===== src/rtl/uart_tx_frame_pkg.sv =====
// Shared definitions for the UART transmit frame: FSM state encoding,
// line idle level, parity type codes and a bit-index width helper.
package uart_tx_frame_pkg;

  typedef enum logic [2:0] {
    ST_IDLE   = 3'd0,
    ST_START  = 3'd1,
    ST_DATA   = 3'd2,
    ST_PARITY = 3'd3,
    ST_STOP   = 3'd4
  } state_e;

  localparam logic LINE_IDLE = 1'b1;
  localparam logic PAR_EVEN  = 1'b0;
  localparam logic PAR_ODD   = 1'b1;

  // Width of an index that must hold 0..dw-1 (at least one bit).
  function automatic int idx_width(input int dw);
    return (dw > 1) ? $clog2(dw) : 1;
  endfunction

endpackage


===== src/rtl/uart_tx_frame_if.sv =====
// Byte handshake, frame configuration and serial outputs of the UART
// transmitter. The master side supplies bytes; the slave side serialises.
interface uart_tx_frame_if #(
  parameter int DATA_WIDTH     = 8,
  parameter int PRESCALE_WIDTH = 5
);
  logic [PRESCALE_WIDTH-1:0] Prescale;
  logic [DATA_WIDTH-1:0]     P_DATA;
  logic                      Data_Valid;
  logic                      PAR_EN;
  logic                      PAR_TYP;
  logic                      TX_OUT;
  logic                      Busy;

  modport master (
    output Prescale, P_DATA, Data_Valid, PAR_EN, PAR_TYP,
    input  TX_OUT, Busy
  );

  modport slave (
    input  Prescale, P_DATA, Data_Valid, PAR_EN, PAR_TYP,
    output TX_OUT, Busy
  );
endinterface


===== src/rtl/uart_tx_bit_timer.sv =====
// Bit timer: counts clock edges 1..Ps inside each bit and pulses o_bit_done
// on the last edge; also tracks the data bit index while i_adv is high.
module uart_tx_bit_timer
  import uart_tx_frame_pkg::*;
#(
  parameter  int DATA_WIDTH     = 8,
  parameter  int PRESCALE_WIDTH = 5,
  localparam int IDX_W          = idx_width(DATA_WIDTH)
) (
  input  logic                      CLK,
  input  logic                      Reset,
  input  logic                      i_en,
  input  logic                      i_adv,
  input  logic [PRESCALE_WIDTH-1:0] i_ps,
  output logic                      o_bit_done,
  output logic [IDX_W-1:0]          o_bit_idx
);

  logic [PRESCALE_WIDTH-1:0] r_edge;
  logic [IDX_W-1:0]          r_idx;
  logic                      w_done;

  assign w_done     = i_en && (r_edge == i_ps);
  assign o_bit_done = w_done;
  assign o_bit_idx  = r_idx;

  // Edge counter and bit index; both return to their start values when disabled.
  always_ff @(posedge CLK or negedge Reset) begin
    // NOTE: sequential state uses non-blocking assignments so every register
    // samples pre-edge values, independent of statement order.
    if (!Reset) begin
      r_edge <= PRESCALE_WIDTH'(1);
      r_idx  <= '0;
    end else if (!i_en) begin
      r_edge <= PRESCALE_WIDTH'(1);
      r_idx  <= '0;
    end else if (w_done) begin
      r_edge <= PRESCALE_WIDTH'(1);
      if (i_adv) begin
        r_idx <= (r_idx == IDX_W'(DATA_WIDTH - 1)) ? '0 : r_idx + 1'b1;
      end
    end else begin
      r_edge <= r_edge + 1'b1;
    end
  end

endmodule


===== src/rtl/uart_tx_frame.sv =====
// UART transmitter: accepts one byte per Data_Valid while idle and sends
// start, data LSB-first, optional parity and stop, each held Ps cycles.
module uart_tx_frame
  import uart_tx_frame_pkg::*;
#(
  parameter int DATA_WIDTH     = 8,
  parameter int PRESCALE_WIDTH = 5
) (
  input logic             CLK,
  input logic             Reset,
  uart_tx_frame_if.slave  bus
);

  localparam int IDX_W = idx_width(DATA_WIDTH);

  state_e                    r_state;
  state_e                    w_next;
  logic [DATA_WIDTH-1:0]     r_data;
  logic                      r_par_en;
  logic                      r_par_typ;
  logic [PRESCALE_WIDTH-1:0] r_ps;
  logic                      r_tx;
  logic                      r_busy;

  logic                      w_accept;
  logic                      w_bit_done;
  logic [IDX_W-1:0]          w_idx;
  logic [IDX_W-1:0]          w_out_idx;
  logic                      w_par;
  logic                      w_tx_d;
  logic                      w_busy_d;

  assign w_accept = (r_state == ST_IDLE) && bus.Data_Valid;
  assign w_par    = (^r_data) ^ (r_par_typ == PAR_ODD);

  uart_tx_bit_timer #(
    .DATA_WIDTH     (DATA_WIDTH),
    .PRESCALE_WIDTH (PRESCALE_WIDTH)
  ) u_timer (
    .CLK        (CLK),
    .Reset      (Reset),
    .i_en       (r_state != ST_IDLE),
    .i_adv      (r_state == ST_DATA),
    .i_ps       (r_ps),
    .o_bit_done (w_bit_done),
    .o_bit_idx  (w_idx)
  );

  // State register.
  always_ff @(posedge CLK or negedge Reset) begin
    if (!Reset) r_state <= ST_IDLE;
    else        r_state <= w_next;
  end

  // Frame configuration latched at acceptance so mid-frame input changes are ignored.
  always_ff @(posedge CLK or negedge Reset) begin
    // NOTE: the data latch is reset too; it is a handful of flops, and a known
    // value keeps the parity generator free of X before the first frame.
    if (!Reset) begin
      r_data    <= '0;
      r_par_en  <= 1'b0;
      r_par_typ <= PAR_EVEN;
      r_ps      <= PRESCALE_WIDTH'(1);
    end else if (w_accept) begin
      r_data    <= bus.P_DATA;
      r_par_en  <= bus.PAR_EN;
      r_par_typ <= bus.PAR_TYP;
      r_ps      <= (bus.Prescale == '0) ? PRESCALE_WIDTH'(1) : bus.Prescale;
    end
  end

  // Next-state logic: advance one frame field per completed bit.
  always_comb begin
    // NOTE: default first so every path assigns w_next and no latch is inferred.
    w_next = r_state;
    unique case (r_state)
      ST_IDLE:   if (bus.Data_Valid) w_next = ST_START;
      ST_START:  if (w_bit_done) w_next = ST_DATA;
      ST_DATA:   if (w_bit_done && (w_idx == IDX_W'(DATA_WIDTH - 1)))
                   w_next = r_par_en ? ST_PARITY : ST_STOP;
      ST_PARITY: if (w_bit_done) w_next = ST_STOP;
      ST_STOP:   if (w_bit_done) w_next = ST_IDLE;
      default:   w_next = ST_IDLE;
    endcase
  end

  // Output logic: the line value for the state being entered, so it is
  // registered on the same edge as the state change.
  always_comb begin
    w_out_idx = '0;
    if (r_state == ST_DATA) w_out_idx = w_bit_done ? w_idx + 1'b1 : w_idx;
    w_tx_d   = LINE_IDLE;
    w_busy_d = 1'b1;
    unique case (w_next)
      ST_IDLE:   w_busy_d = 1'b0;
      ST_START:  w_tx_d   = 1'b0;
      ST_DATA:   w_tx_d   = r_data[w_out_idx];
      ST_PARITY: w_tx_d   = w_par;
      ST_STOP:   w_tx_d   = LINE_IDLE;
      default:   w_busy_d = 1'b0;
    endcase
  end

  // Output register: no combinational path from inputs to TX_OUT or Busy.
  always_ff @(posedge CLK or negedge Reset) begin
    if (!Reset) begin
      r_tx   <= LINE_IDLE;
      r_busy <= 1'b0;
    end else begin
      r_tx   <= w_tx_d;
      r_busy <= w_busy_d;
    end
  end

  assign bus.TX_OUT = r_tx;
  assign bus.Busy   = r_busy;

endmodule

===== src/flat_wrapper.sv =====
// flat-port wrapper written by rule: the top's interface ports become plain ports
module uart_tx_frame_flat import uart_tx_frame_pkg::*;
#(
  parameter int DATA_WIDTH     = 8,
  parameter int PRESCALE_WIDTH = 5
)
  (CLK, Reset, bus_Prescale, bus_P_DATA, bus_Data_Valid, bus_PAR_EN, bus_PAR_TYP, bus_TX_OUT, bus_Busy);
  uart_tx_frame_if #(.DATA_WIDTH(DATA_WIDTH), .PRESCALE_WIDTH(PRESCALE_WIDTH)) bus_i ();
  input logic CLK;
  input logic Reset;
  input wire logic [$bits(bus_i.Prescale)-1:0] bus_Prescale;
  input wire logic [$bits(bus_i.P_DATA)-1:0] bus_P_DATA;
  input wire logic [$bits(bus_i.Data_Valid)-1:0] bus_Data_Valid;
  input wire logic [$bits(bus_i.PAR_EN)-1:0] bus_PAR_EN;
  input wire logic [$bits(bus_i.PAR_TYP)-1:0] bus_PAR_TYP;
  output wire logic [$bits(bus_i.TX_OUT)-1:0] bus_TX_OUT;
  output wire logic [$bits(bus_i.Busy)-1:0] bus_Busy;
  assign bus_i.Prescale = bus_Prescale;
  assign bus_i.P_DATA = bus_P_DATA;
  assign bus_i.Data_Valid = bus_Data_Valid;
  assign bus_i.PAR_EN = bus_PAR_EN;
  assign bus_i.PAR_TYP = bus_PAR_TYP;
  assign bus_TX_OUT = bus_i.TX_OUT;
  assign bus_Busy = bus_i.Busy;
  uart_tx_frame #(.DATA_WIDTH(DATA_WIDTH), .PRESCALE_WIDTH(PRESCALE_WIDTH)) u_core (.CLK(CLK), .Reset(Reset), .bus(bus_i));
endmodule

===== config.mk =====
export PLATFORM = sky130hd
export DESIGN_NAME = uart_tx_frame_flat
export DESIGN_NICKNAME = d
export VERILOG_FILES = /design/src/rtl/uart_tx_frame_pkg.sv /design/src/rtl/uart_tx_frame_if.sv /design/src/rtl/uart_tx_bit_timer.sv /design/src/rtl/uart_tx_frame.sv /design/src/flat_wrapper.sv
export SDC_FILE = /design/constraint.sdc
export NUM_CORES = 1
export LEC_CHECK = 0
export ABC_AREA = 1
export CORE_ASPECT_RATIO = 1.2
export CORE_MARGIN = 2
export CORE_UTILIZATION = 55
export DETAILED_ROUTE_END_ITERATION = 16
export GPL_TIMING_DRIVEN = 0
export PLACE_DENSITY = 0.79
export SLEW_MARGIN = 10
export SYNTH_ARGS = -nofsm -noshare
export SYNTH_HDL_FRONTEND = slang
export SYNTH_SLANG_ARGS = --single-unit

===== constraint.sdc =====
create_clock -name CLK -period 2.88 [get_ports CLK]
set_input_delay 0.576 -clock CLK [delete_from_list [all_inputs] [get_ports CLK]]
set_output_delay 0.576 -clock CLK [all_outputs]
set_load 0.005 [all_outputs]

==> run_results.csv <==
group,metric,value,unit
status,status,"finished, final reports clean",
yosys,netlist_top_cells_area,"dfrtp_1, nand2_1, mux2_1, nand3_1, dfstp_2",
worst_setup_path,worstSetupStartpointType,"register",
global_routing,grt_pass1_wl,5685,microns
die,rows,21,
sta,setup_ws,0.9515,ns
pwr,p_leak,0.9426,nW
placed_design,io_buffer_count,19,
yosys,synthesis.instances,184,
yosys,yosys_warnings,0,
sta,fin_skew,0.003388,ns
clock_network,cts_hold_buf,0,
placed_design,dpl.hpwl,2510,microns
yosys,synthTopCellsByCount,"nand2_1, dfrtp_1, nor2_1, inv_1, nand3_1",
worst_setup_path,critPathSlowestCell,"dfstp_2",
clock_network,cts.sinks,28,
worst_setup_path,cpPeakStageDelay,0.54,ns
worst_setup_path,path_cells,"clkdlybuf4s50_1",
final_layout,fin_util,67.21,%
worst_setup_path,end_kind,"output pin",
worst_setup_path,crit_type,"register to output pin",
die,dieArea,0.003393,sq mm
detailed_routing,via_per_inst,5.369,
worst_setup_path,timing.rr.start,"u_core.u_timer.r_edge[0]",
worst_setup_path,endpoint,"bus_TX_OUT",
yosys,synth_area_leader_cell,"dfrtp_1",
global_routing,overflow,0,
yosys,synthesis.area,0.001618,sq mm
yosys,ys.flop_type,"dfrtp_1",
worst_setup_path,cp.depth,1,
worst_setup_path,required,2.30,ns
clock_network,post_cts_resized,0,
clock_network,cts_max_level,1,
placed_design,gp_congestion,0.9521,
yosys,yosys.area.top_type_share,38.67,%
hold_path,worstHoldPathType,"input pin to asynchronous set/reset pin",
die,core_area,0.002785,sq mm
placed_design,dp.cells,237,
sta,maxSlewHeadroom,59.36,%
worst_setup_path,cp_data_arrival_time,1.35,ns
yosys,synth.most_common_cell,"nand2_1",
detailed_routing,ant_nets,0,
yosys,async_flop_share,100.0,%
pwr,peakVddDrop,265.8,uV
sta,slew_violations,0,
yosys,synth-edff-count,0,
yosys,syn_nets,205,
sta,fin_crit_sh,66.96,%
worst_setup_path,rrSetupSlack,1.01,ns
worst_setup_path,cp_top_family,"flip-flops",
sta,rsz0062_at_grt,"false",
detailed_routing,drc_errors,0,
die,num_io_pins,20,
global_routing,grt_max_degree,29,
pwr,power.density,314.2,mW/mm^2
sta,setup_viol,0,
detailed_routing,drt_iter0_drc,46,
worst_setup_path,critPathLaunch,"u_core.bus.TX_OUT",
sta,final-hold-violation-count,0,
sta,fin_tns_setup,0,ns
detailed_routing,routedWlPerCell,13.20,microns
clock_network,cts_buffers,3,
clock_network,cts_tree,"built",
clock_network,path_clk_slew,0.14,ns
worst_setup_path,r2r_cells,13,
sta,worst_slew_pin_slew,0.6096,ns
final_layout,finalNetCount,229,
clock_network,post_cts_buffers,0,
die,die_h,63.41,microns
global_routing,grt_pass1_vias,1302,
sta,fin_crit,1.928,ns
yosys,ys_seq_area_share,43.54,%
detailed_routing,num_vias,1294,
clock_network,clkLatencyLatePin,0.32,ns
global_routing,grt_use_total,22.28,%
placed_design,place_ws,0.7330,ns
worst_setup_path,worstPathMaxFanout,1,
final_layout,antennaDiodeCount,0,
yosys,ys_seq_elements,28,
detailed_routing,dr.pass1.iters,4,
sta,clock.fmax,518.5,MHz
die,dieWidth,53.51,microns
job,maxCapViolCount,0,
yosys,avgSynthCellArea,8.792,sq um
final_layout,layout-drive-gt1-share,14.01,%
clock_network,clock-root-buffer,"clkbuf_4",
final_layout,regArea,704.4,sq um
final_layout,syn_to_final_growth,15.70,%
yosys,synth.distinct_cells,29,
detailed_routing,wl,3181,microns
final_layout,nFillCells,246,
clock_network,clockBufferDepth,2,
worst_setup_path,rr_endpoint,"u_core.bus.TX_OUT",
final_layout,fin_cells,241,
worst_setup_path,cp_num_buf_inv,1,
die,start_util,58.09,%
global_routing,antenna_found_initial,0,
final_layout,multi_input_area,800.8,sq um
## metrics by stage
stage | hold WS, ns | power (mW) | cell area [sq um]
final | 0.2403 | 0.5881 | 1872
after global routing | 0.2539 | 0.6140 | 1872
after CTS | 0.5168 | 0.5971 | 1877
after detailed placement | 0.4832 | 0.4325 | 1851
after global placement | 0.4685 | 0.4317 | 1851
after floorplan | 0.2804 | 0.4012 | 1618
## where the power goes
| part | switching [mW] | leakage [nW] | total, mW | internal, mW |
|---|---|---|---|---|
| combinational | 0.0107 | 0.593 | 0.0302 | 0.0195 |
| sequential | 0 | 0.335 | 0.393 | 0.393 |
| clock | 0.110 | 0.0150 | 0.164 | 0.0543 |
## state kept, by name, summed over array words and instances (netlist names)
register,flops
u_core.bus.Busy,1
u_core.r_ps,5
u_core.r_data,8
u_core.r_par_en,1
u_core.bus.TX_OUT,1
u_core.r_state,3
u_core.u_timer.r_edge,5
u_core.r_par_typ,1
u_core.u_timer.o_bit_idx,3
## area by class of cell
class                   count  share of cell area, %
multi-input cells         127                  42.78
flip-flops and latches     28                  37.63
repair buffers             19                  9.893
inverters                  26                  5.214
well taps                  34                  2.273
clock buffers               4                  1.404
plain buffers               3                 0.8021
## per-layer routing
| metal | wire [microns] | vias to the layer above | track usage, % |
|---|---|---|---|
| met5 | 0 | - | 0 |
| met4 | 42 | 0 | 6.731 |
| met3 | 126 | 4 | 2.370 |
| met2 | 1689 | 35 | 39.35 |
| met1 | 1323 | 618 | 27.57 |
| li1 | - | 637 | - |
## cells by family (layout without fill, tap and decap cells)
| logic type | after synthesis | after routing | synth area share, % |
|---|---|---|---|
| AOI/OAI and AO/OA | 8 | 8 | 3.094 |
| adders and majority gates | 3 | 3 | 2.320 |
| DFF | 28 | 28 | 43.54 |
| buffers and inverters | 29 | 52 | 6.960 |
| xor gates and xnor gates | 10 | 10 | 5.878 |
| muxes | 10 | 10 | 6.961 |
| and+or+nand+nor | 96 | 96 | 31.25 |
## worst min-delay path by stage
stage / slack (ns) / from / to / cells after the start
after floorplan: 0.28 / Reset / u_core.bus.Busy / 0
after global placement: 0.47 / u_core.u_timer.r_edge[0] / u_core.u_timer.r_edge[0] / 1
after detailed placement: 0.48 / u_core.u_timer.r_edge[0] / u_core.u_timer.r_edge[0] / 1
after CTS: 0.52 / u_core.u_timer.r_edge[0] / u_core.u_timer.r_edge[0] / 1
after global routing: 0.25 / Reset / u_core.r_ps[1] / 1
final: 0.24 / Reset / u_core.r_par_en / 1
## layout by cell type (no fill, tap or decap), types with 3 or more instances in the layout
cell type,netlist,final
nand2_1,34,34
dfrtp_1,25,25
nor2_1,21,21
inv_1,20,20
nand3_1,18,18
clkdlybuf4s50_1,0,18
mux2_1,10,10
inv_2,6,6
nand4_1,6,6
xnor2_1,6,6
nand2_2,4,4
buf_2,3,4
a21oi_1,4,4
xor2_1,3,3
ha_1,3,3
clkbuf_4,0,3
dfstp_2,3,3
Power figures use the tool's default switching activity.
